<file path="config.mk">
export PLATFORM = sky130hd
export DESIGN_NAME = taus_urng
export DESIGN_NICKNAME = d
export VERILOG_FILES = /design/src/rtl/awgn_pkg.sv /design/src/rtl/taus_step.sv /design/src/rtl/taus_urng.sv
export SDC_FILE = /design/constraint.sdc
export NUM_CORES = 1
export LEC_CHECK = 0
export ABC_AREA = 1
export ABC_CLOCK_PERIOD_IN_PS = 18200
export CELL_PAD_IN_SITES_DETAIL_PLACEMENT = 1
export CELL_PAD_IN_SITES_GLOBAL_PLACEMENT = 1
export CORE_AREA = 3 3 156 271
export CTS_CLUSTER_SIZE = 25
export DETAILED_ROUTE_END_ITERATION = 16
export DIE_AREA = 0 0 159 274
export PLACE_DENSITY_LB_ADDON = 0.25
export REMOVE_ABC_BUFFERS = 1
export SLEW_MARGIN = 20
export SYNTH_ARGS = -nofsm -noshare
export SYNTH_HDL_FRONTEND = slang
export SYNTH_SLANG_ARGS = --single-unit
</file>
<file path="constraint.sdc">
create_clock -name clk -period 18.2 [get_ports clk]
set_input_delay 5.46 -clock clk [delete_from_list [all_inputs] [get_ports clk]]
set_output_delay 5.46 -clock clk [all_outputs]
set_load 0.05 [all_outputs]
</file>
<file path="src/rtl/awgn_pkg.sv">
// awgn_pkg: shared constants for the taus88 uniform generator pair.
//   - default seeds (slot order A0,A1,A2,B0,B1,B2; index 0 = A0)
//   - per-slot minimum (a seed word must be strictly greater than this)
//   - warm-up length, per-component step masks and shift amounts
//   - FSM state enum
package awgn_pkg;

  localparam int SEED_W        = 32;
  localparam int NUM_SLOTS     = 6;
  localparam int WARMUP_CYCLES = 16;
  localparam int WARM_CNT_W    = $clog2(WARMUP_CYCLES);

  localparam logic [NUM_SLOTS-1:0][SEED_W-1:0] DEF_SEEDS = {
    32'h8BADF00D, 32'hCAFEF00D, 32'hDEADBEEF,   // B2 B1 B0
    32'h0F1E2D3C, 32'h9ABCDEF0, 32'h12345678    // A2 A1 A0
  };

  // Component k of either generator needs s > MIN; lower values collapse
  // the LFSR into a short or all-zero cycle.
  localparam logic [NUM_SLOTS-1:0][SEED_W-1:0] MIN_SEEDS = {
    32'd15, 32'd7, 32'd1,
    32'd15, 32'd7, 32'd1
  };

  // s' = ((s & MASK) << S) ^ (((s << Q) ^ s) >> R), per component 0..2
  localparam logic [2:0][SEED_W-1:0] STEP_MASK = {32'hFFFFFFF0, 32'hFFFFFFF8, 32'hFFFFFFFE};
  localparam logic [2:0][4:0]        STEP_Q    = {5'd3,  5'd2,  5'd13};
  localparam logic [2:0][4:0]        STEP_S    = {5'd17, 5'd4,  5'd12};
  localparam logic [2:0][4:0]        STEP_R    = {5'd11, 5'd25, 5'd19};

  typedef enum logic [1:0] {
    ST_WARM = 2'd0,
    ST_RUN  = 2'd1,
    ST_LOAD = 2'd2
  } state_e;

endpackage

</file>
<file path="src/rtl/taus_step.sv">
// taus_step: one combinational taus88 advance of a three-component state,
// plus the generator output for the *current* state.
//   s_i      : current components s0,s1,s2 (index 0 = s0)
//   s_nxt_o  : stepped components
//   x_o      : s0 ^ s1 ^ s2 of s_i
module taus_step
  import awgn_pkg::*;
(
  input  logic [2:0][SEED_W-1:0] s_i,
  output logic [2:0][SEED_W-1:0] s_nxt_o,
  output logic [SEED_W-1:0]      x_o
);

  for (genvar c = 0; c < 3; c++) begin : g_comp
    assign s_nxt_o[c] = ((s_i[c] & STEP_MASK[c]) << STEP_S[c])
                      ^ (((s_i[c] << STEP_Q[c]) ^ s_i[c]) >> STEP_R[c]);
  end

  assign x_o = s_i[0] ^ s_i[1] ^ s_i[2];

endmodule

</file>
<file path="src/rtl/taus_urng.sv">
// taus_urng: dual taus88 uniform source feeding the Box-Muller stage.
//   clk, rst             : clock, async active-high reset
//   seed_valid/seed_data : six seed words, order A0,A1,A2,B0,B1,B2
//   seed_ready           : high in RUN and LOAD
//   seed_err             : one-cycle pulse after the 6th word if any word
//                          was below its minimum and replaced by its default
//   out_valid/out_ready  : sample handshake (valid only in RUN)
//   u0                   : {xa, xb[31:16]} for the log/sqrt path
//   u1                   : xb[15:0] angle for cosp
module taus_urng
  import awgn_pkg::*;
(
  input  logic        clk,
  input  logic        rst,
  input  logic        seed_valid,
  input  logic [31:0] seed_data,
  output logic        seed_ready,
  output logic        seed_err,
  input  logic        out_ready,
  output logic        out_valid,
  output logic [47:0] u0,
  output logic [15:0] u1
);

  // gen_*[0] = generator A, gen_*[1] = generator B
  logic [1:0][2:0][SEED_W-1:0] gen_q, gen_d, gen_nxt;
  logic [1:0][SEED_W-1:0]      x;

  state_e                      state_q, state_d;
  logic [WARM_CNT_W-1:0]       warm_cnt_q, warm_cnt_d;
  logic [2:0]                  word_cnt_q, word_cnt_d;
  // Words 0..4 shift in from the top; after five captures buf_q[0] = A0.
  logic [4:0][SEED_W-1:0]      buf_q, buf_d;
  logic                        seed_err_q, seed_err_d;

  logic [NUM_SLOTS-1:0][SEED_W-1:0] seeds_raw, seeds_fix;
  logic [NUM_SLOTS-1:0]             seed_bad;
  logic                             out_fire, seed_fire;

  for (genvar g = 0; g < 2; g++) begin : g_gen
    taus_step u_step (
      .s_i     (gen_q[g]),
      .s_nxt_o (gen_nxt[g]),
      .x_o     (x[g])
    );
  end

  // Sixth word is taken straight from the bus in its handshake cycle.
  assign seeds_raw = {seed_data, buf_q};

  for (genvar i = 0; i < NUM_SLOTS; i++) begin : g_fix
    assign seed_bad[i]  = (seeds_raw[i] <= MIN_SEEDS[i]);
    assign seeds_fix[i] = seed_bad[i] ? DEF_SEEDS[i] : seeds_raw[i];
  end

  assign out_valid  = (state_q == ST_RUN);
  assign seed_ready = (state_q != ST_WARM);
  assign seed_err   = seed_err_q;
  assign out_fire   = out_valid & out_ready;
  assign seed_fire  = seed_valid & seed_ready;

  assign u0 = {x[0], x[1][31:16]};
  assign u1 = x[1][15:0];

  always_comb begin
    state_d    = state_q;
    gen_d      = gen_q;
    warm_cnt_d = warm_cnt_q;
    word_cnt_d = word_cnt_q;
    buf_d      = buf_q;
    seed_err_d = 1'b0;

    case (state_q)
      ST_WARM: begin
        gen_d = gen_nxt;
        if (warm_cnt_q == WARM_CNT_W'(WARMUP_CYCLES - 1)) begin
          warm_cnt_d = '0;
          state_d    = ST_RUN;
        end else begin
          warm_cnt_d = warm_cnt_q + 1'b1;
        end
      end

      ST_RUN: begin
        // A sample transfer and a seed capture may coincide; both happen.
        if (out_fire) gen_d = gen_nxt;
        if (seed_fire) begin
          buf_d      = {seed_data, buf_q[4:1]};
          word_cnt_d = 3'd1;
          state_d    = ST_LOAD;
        end
      end

      ST_LOAD: begin
        if (seed_valid) begin
          if (word_cnt_q == 3'd5) begin
            gen_d      = seeds_fix;
            seed_err_d = |seed_bad;
            word_cnt_d = '0;
            warm_cnt_d = '0;
            state_d    = ST_WARM;
          end else begin
            buf_d      = {seed_data, buf_q[4:1]};
            word_cnt_d = word_cnt_q + 1'b1;
          end
        end
      end

      default: state_d = ST_WARM;
    endcase
  end

  always_ff @(posedge clk or posedge rst) begin
    if (rst) begin
      state_q    <= ST_WARM;
      gen_q      <= DEF_SEEDS;
      warm_cnt_q <= '0;
      word_cnt_q <= '0;
      buf_q      <= '0;
      seed_err_q <= 1'b0;
    end else begin
      state_q    <= state_d;
      gen_q      <= gen_d;
      warm_cnt_q <= warm_cnt_d;
      word_cnt_q <= word_cnt_d;
      buf_q      <= buf_d;
      seed_err_q <= seed_err_d;
    end
  end

endmodule
</file>
Word-level counts from Yosys, hierarchy flattened
Index checks and enable logic that the tools add are counted.
{ "op_classes": {"n_eq_ne": 10, "n_reduce_logical": 11, "n_lt_le_gt_ge": 6, "addsub": 2, "bitwise_logic": 18, "n_mux": 30, "div_mod_pow": 0, "shifts": 0, "n_mul": 0} }
{ "op_table": {"columns": ["operator", "count"], "rows": [
  ["$mux W192", 3],
  ["$pmux W192 S3", 1],
  ["$mux W160", 3],
  ["$pmux W160 S2", 1],
  ["$xor A32 B32 Y32", 10],
  ["$mux W32", 6],
  ["$le A32 B1 Y1 const B", 2],
  ["$le A32 B3 Y1 const B", 2],
  ["$le A32 B4 Y1 const B", 2],
  ["$xor A32 B13 Y32", 2],
  ["$xor A32 B21 Y32", 2],
  ["$xor A32 B7 Y32", 2],
  ["$mux W4", 3],
  ["$reduce_and A4 Y1", 3],
  ["$mux W3", 3],
  ["$mux W2", 4],
  ["$ne A2 B2 Y1 const B", 4],
  ["$pmux W4 S2", 1],
  ["$pmux W2 S3", 1],
  ["$pmux W3 S2", 1],
  ["$reduce_and A3 Y1", 2],
  ["$reduce_bool A2 Y1", 3],
  ["$reduce_or A6 Y1", 1],
  ["$add A4 B1 Y4 const B", 1],
  ["10 further kinds", 14]
]} }
{ "word_totals": {"mem_count": 0, "latchBits": 0, "romBits": 0, "out_inout_bits": 67, "in_bits": 36, "wordCells": 92, "ramBits": 0, "ff_bits": 362} }

Depth between registers and ports, before layout
{ "depth": {"ltp_word": 5, "depth_mapped": 10, "ltp_nobuf": 9} }

Hierarchy
Synthesis repeated with hierarchy kept, for this count alone.
{ "hier_totals": {"hier_cells": 2654, "area_unflattened_um2": 19909.1} }
{ "by_module_without_submodules": {"columns": ["mod", "seq_area_each_um2", "area_per_inst_um2", "n_inst", "cells_per_inst"], "rows": [
  ["taus_urng", 9191.3, 16123.0, 1, 1886],
  ["taus_step", 0.0, 1893.1, 2, 384]
]} }

Worst setup path after synthesis
OpenSTA, ideal clock, no wires.
{ "synth_path": {"path_kind": "reg2out", "startpoint": "register gen_q[155] (netlist name)", "endpoint": "output port u0[11]", "setup_slack_ns": 11.269, "arrival_time_ns": 1.471, "path_stages_with_launch": 3, "required_time_ns": 12.740, "cell_sequence": "dfstp_2 xnor2_1 xor2_1"} }
{ "synth_between": {"elab_chain_cells": 2} }
{ "synth_lines": {"columns": ["item", "line", "source"], "rows": [
  ["start: declaration", "taus_urng.sv:26", "logic [1:0][2:0][SEED_W-1:0] gen_q, gen_d, gen_nxt;"],
  ["start signal: assignment", "taus_urng.sv:123", "gen_q <= gen_d;"],
  ["$xor A32 B32 Y32 (2 in a row)", "taus_step.sv:19", "assign x_o = s_i[0] ^ s_i[1] ^ s_i[2];"],
  ["end: declaration", "taus_urng.sv:21", "output logic [47:0] u0,"]
]} }
No other way between the ends.

Final worst setup path
{ "layout_path": {"startpoint": "input port seed_valid", "endpoint": "register gen_q[76] (netlist name)"} }
{ "layout_between": {"elab_chain_cells": 2} }
{ "layout_lines": {"columns": ["item", "line", "source"], "rows": [
  ["start: declaration", "taus_urng.sv:15", "input logic seed_valid,"],
  ["$ne A2 B2 Y1 (no source line)", null, null],
  ["$reduce_and A4 Y1 (no source line)", null, null]
]} }
No other way between the ends.
A chain may end at the register's enable or synchronous reset.

==> flow_summary_export.csv <==
group,metric,value,unit
floorplanning,dieWidth,159,um
worst_hold_path,min_path_type,"reg -> reg",
critical_path,arrival,9300,ps
sta,fin_crit,8870,ps
grt,antenna_found_initial,0,
floorplanning,core,40300,sq um
clock_network,hold_buffers,0,
clock_network,post_cts_resized,0,
finish,areaGrowthSynthToFinish,14.3,%
run_status,status,"complete, no violations",
logic_synthesis,synth.largest_area_cell,"dfrtp_1",
critical_path,end_kind,"register",
detailed_routing,drtPass1Iterations,5,
logic_synthesis,ys_warn_count,0,
sta,fmax,113,MHz
finish,final_common_cell,"nand2_1",
logic_synthesis,seq_area_frac_synth,49.9,%
logic_synthesis,synth_area,18400,sq um
critical_path,crit_fanout,86,
run,cap_violations,0,
floorplanning,die-area,43600,sq um
detailed_routing,viasPerCell,5.55,
detailed_routing,drtIter0Drc,887,
floorplanning,initial_utilization,45.7,%
sta,slew_headroom,29.6,%
place,hpwl,47600,um
critical_path,worstSetupPathType,"in -> reg",
logic_synthesis,synth.avg_cell_area,8.17,sq um
sta,drv_slew,0,
sta,finalHoldViolations,0,
clock_network,insertion_delay,540,ps
grt,first_global_vias,17000,
clock_network,cts_inserted_buffers,37,
detailed_routing,postRouteAntennaNets,0,
clock_network,root_buffer,"clkbuf_16",
logic_synthesis,synth_edf_count,0,
floorplanning,boundaryPins,103,
detailed_routing,wirelength,66800,um
sta,setup_viol,0,
grt,grt_first_pass_wirelength,101000,um
place,io_buffers,102,
logic_synthesis,synth_cell_type_count,35,
logic_synthesis,synthTopCellsByArea,"dfrtp_1, dfstp_2, nand2_1, o21ai_0, nor2_1",
floorplanning,die_y,274,um
grt,grtUsageTotal,30.2,%
finish,layout.nets,2324,
detailed_routing,vias,15900,
place,gp_congestion,0.964,
sta,skew,10.2,ps
clock_network,cts_tree,"yes",
finish,drive_above_1_share,10.2,%
finish,final_cell_mix,"nand2_1, nor2_1, o21ai_0",
logic_synthesis,synth_top_area_share,34.8,%
grt,grt_overflow_total,0,
clock_network,postCtsSetupRepairBufs,0,
detailed_routing,wl_per_cell,23.4,um
sta,tightest_slew,1060,ps
finish,fill_cells,4927,
clock_network,clock_path_buffers,3,
clock_network,clk_pin_slew,60,ps
clock_network,cts_max_level,2,
floorplanning,rows,97,
logic_synthesis,syn_inst,2253,
sta,fin_tns_setup,0,ps
logic_synthesis,async_flop_share,100,%
detailed_routing,drc,0,
logic_synthesis,ys_ff_latch,362,
critical_path,startpoint_type,"input pin",
grt,grt_start_max_net_pins,169,
finish,antennaDiodeCount,0,
clock_network,cts_sinks,362,
logic_synthesis,ys.flop_type,"dfrtp_1",
critical_path,required,18640,ps
sta,rsz0062_at_grt,"no",
sta,min_period_over_period,48.7,%
==> worst paths after layout <==
path	to	cells past startpoint	startpoint	slack (ps)
worst max-delay path	gen_q[76]$_DFFE_PP0P_	8	seed_valid	9330
worst min-delay path	gen_q[36]$_DFFE_PP1P_	2	gen_q[36]$_DFFE_PP1P_	490
min in group asynchronous	buf_q[138]$_DFFE_PP0P_	2	rst	5450
worst max register to register	buf_q[100]$_DFFE_PP0P_	9	state_q[1]$_DFFE_PP0P_	14110
max in group asynchronous	buf_q[0]$_DFFE_PP0P_	3	rst	11270
worst min register to register	gen_q[36]$_DFFE_PP1P_	2	gen_q[36]$_DFFE_PP1P_	490
==> synthesized netlist by cell type (2+ instances only) <==
| library cell | number |
|---|---|
| nand2_1 | 396 |
| nor2_1 | 297 |
| o21ai_0 | 271 |
| dfrtp_1 | 256 |
| inv_1 | 208 |
| a21oi_1 | 142 |
| dfstp_2 | 106 |
| o21ai_1 | 90 |
| xnor2_1 | 88 |
| clkbuf_1 | 60 |
| xor2_1 | 59 |
| nand3_1 | 55 |
| buf_2 | 46 |
| nor3_1 | 34 |
| o22ai_1 | 34 |
| a21oi_2 | 33 |
| o31ai_1 | 17 |
| a31oi_1 | 10 |
| buf_6 | 9 |
| a22oi_1 | 8 |
| buf_1 | 7 |
| mux2_4 | 4 |
| o21bai_1 | 4 |
| or2_2 | 4 |
| inv_2 | 3 |
| buf_4 | 2 |
| mux2_1 | 2 |
==> logic make-up (layout without fill, tap and decap cells) <==
kind of cell	count (synthesis)	after routing	synth area share, %
compound gates	611	611	18.1
flops	362	362	49.9
simple gates	791	791	16.9
fa+ha+maj	1	1	0.0680
xor+xnor	147	147	7.00
mux	6	6	0.449
buf+inv	335	398	7.55
==> per-layer routing <==
layer	part of all wire, %	track usage (%)	vias up
li1	-	-	7357
met3	2.8	2.71	213
met4	11	26.3	0
met5	0	0	-
met1	35	31.5	7887
met2	51	54.3	411
==> worst max-delay path, stage by stage <==
cell and delay, ps:
clkdlybuf4s50_1 860, inv_1 220, o21ai_1 300, nand2_4 480
inv_4 450, buf_4 710, o21ai_0 520, o22ai_1 240
==> cell type report <==
class | count | area [sq um] | area share, %
multi-input cells | 1556 | 7840 | 37.3
flip-flops and latches | 362 | 9190 | 43.7
repair buffers | 119 | 1180 | 5.63
well taps | 544 | 681 | 3.24
inverters | 211 | 807 | 3.84
clock inverters | 15 | 234 | 1.11
clock buffers | 53 | 1100 | 5.22
==> state kept, by name, indices dropped and copies added (netlist names) <==
register and cells:
word_cnt_q 3, warm_cnt_q 4, state_q 2, buf_q 160, seed_err 1, gen_q 192
==> stage by stage <==
step	instances	hold slack [ps]	util (%)	instance area, sq um	setup WS (ps)
after floorplan	2129	459	-	17800	2870
after global placement	2791	470	48.8	19700	9000
after detailed placement	2791	478	48.8	19700	8910
after CTS	2859	490	52.1	21000	9460
after global routing	2860	500	52.2	21000	9030
final	2860	487	52.2	21000	9330
Power is not shown: default switching activity piles up to over one toggle a cycle in this logic, so the estimate is an artifact.
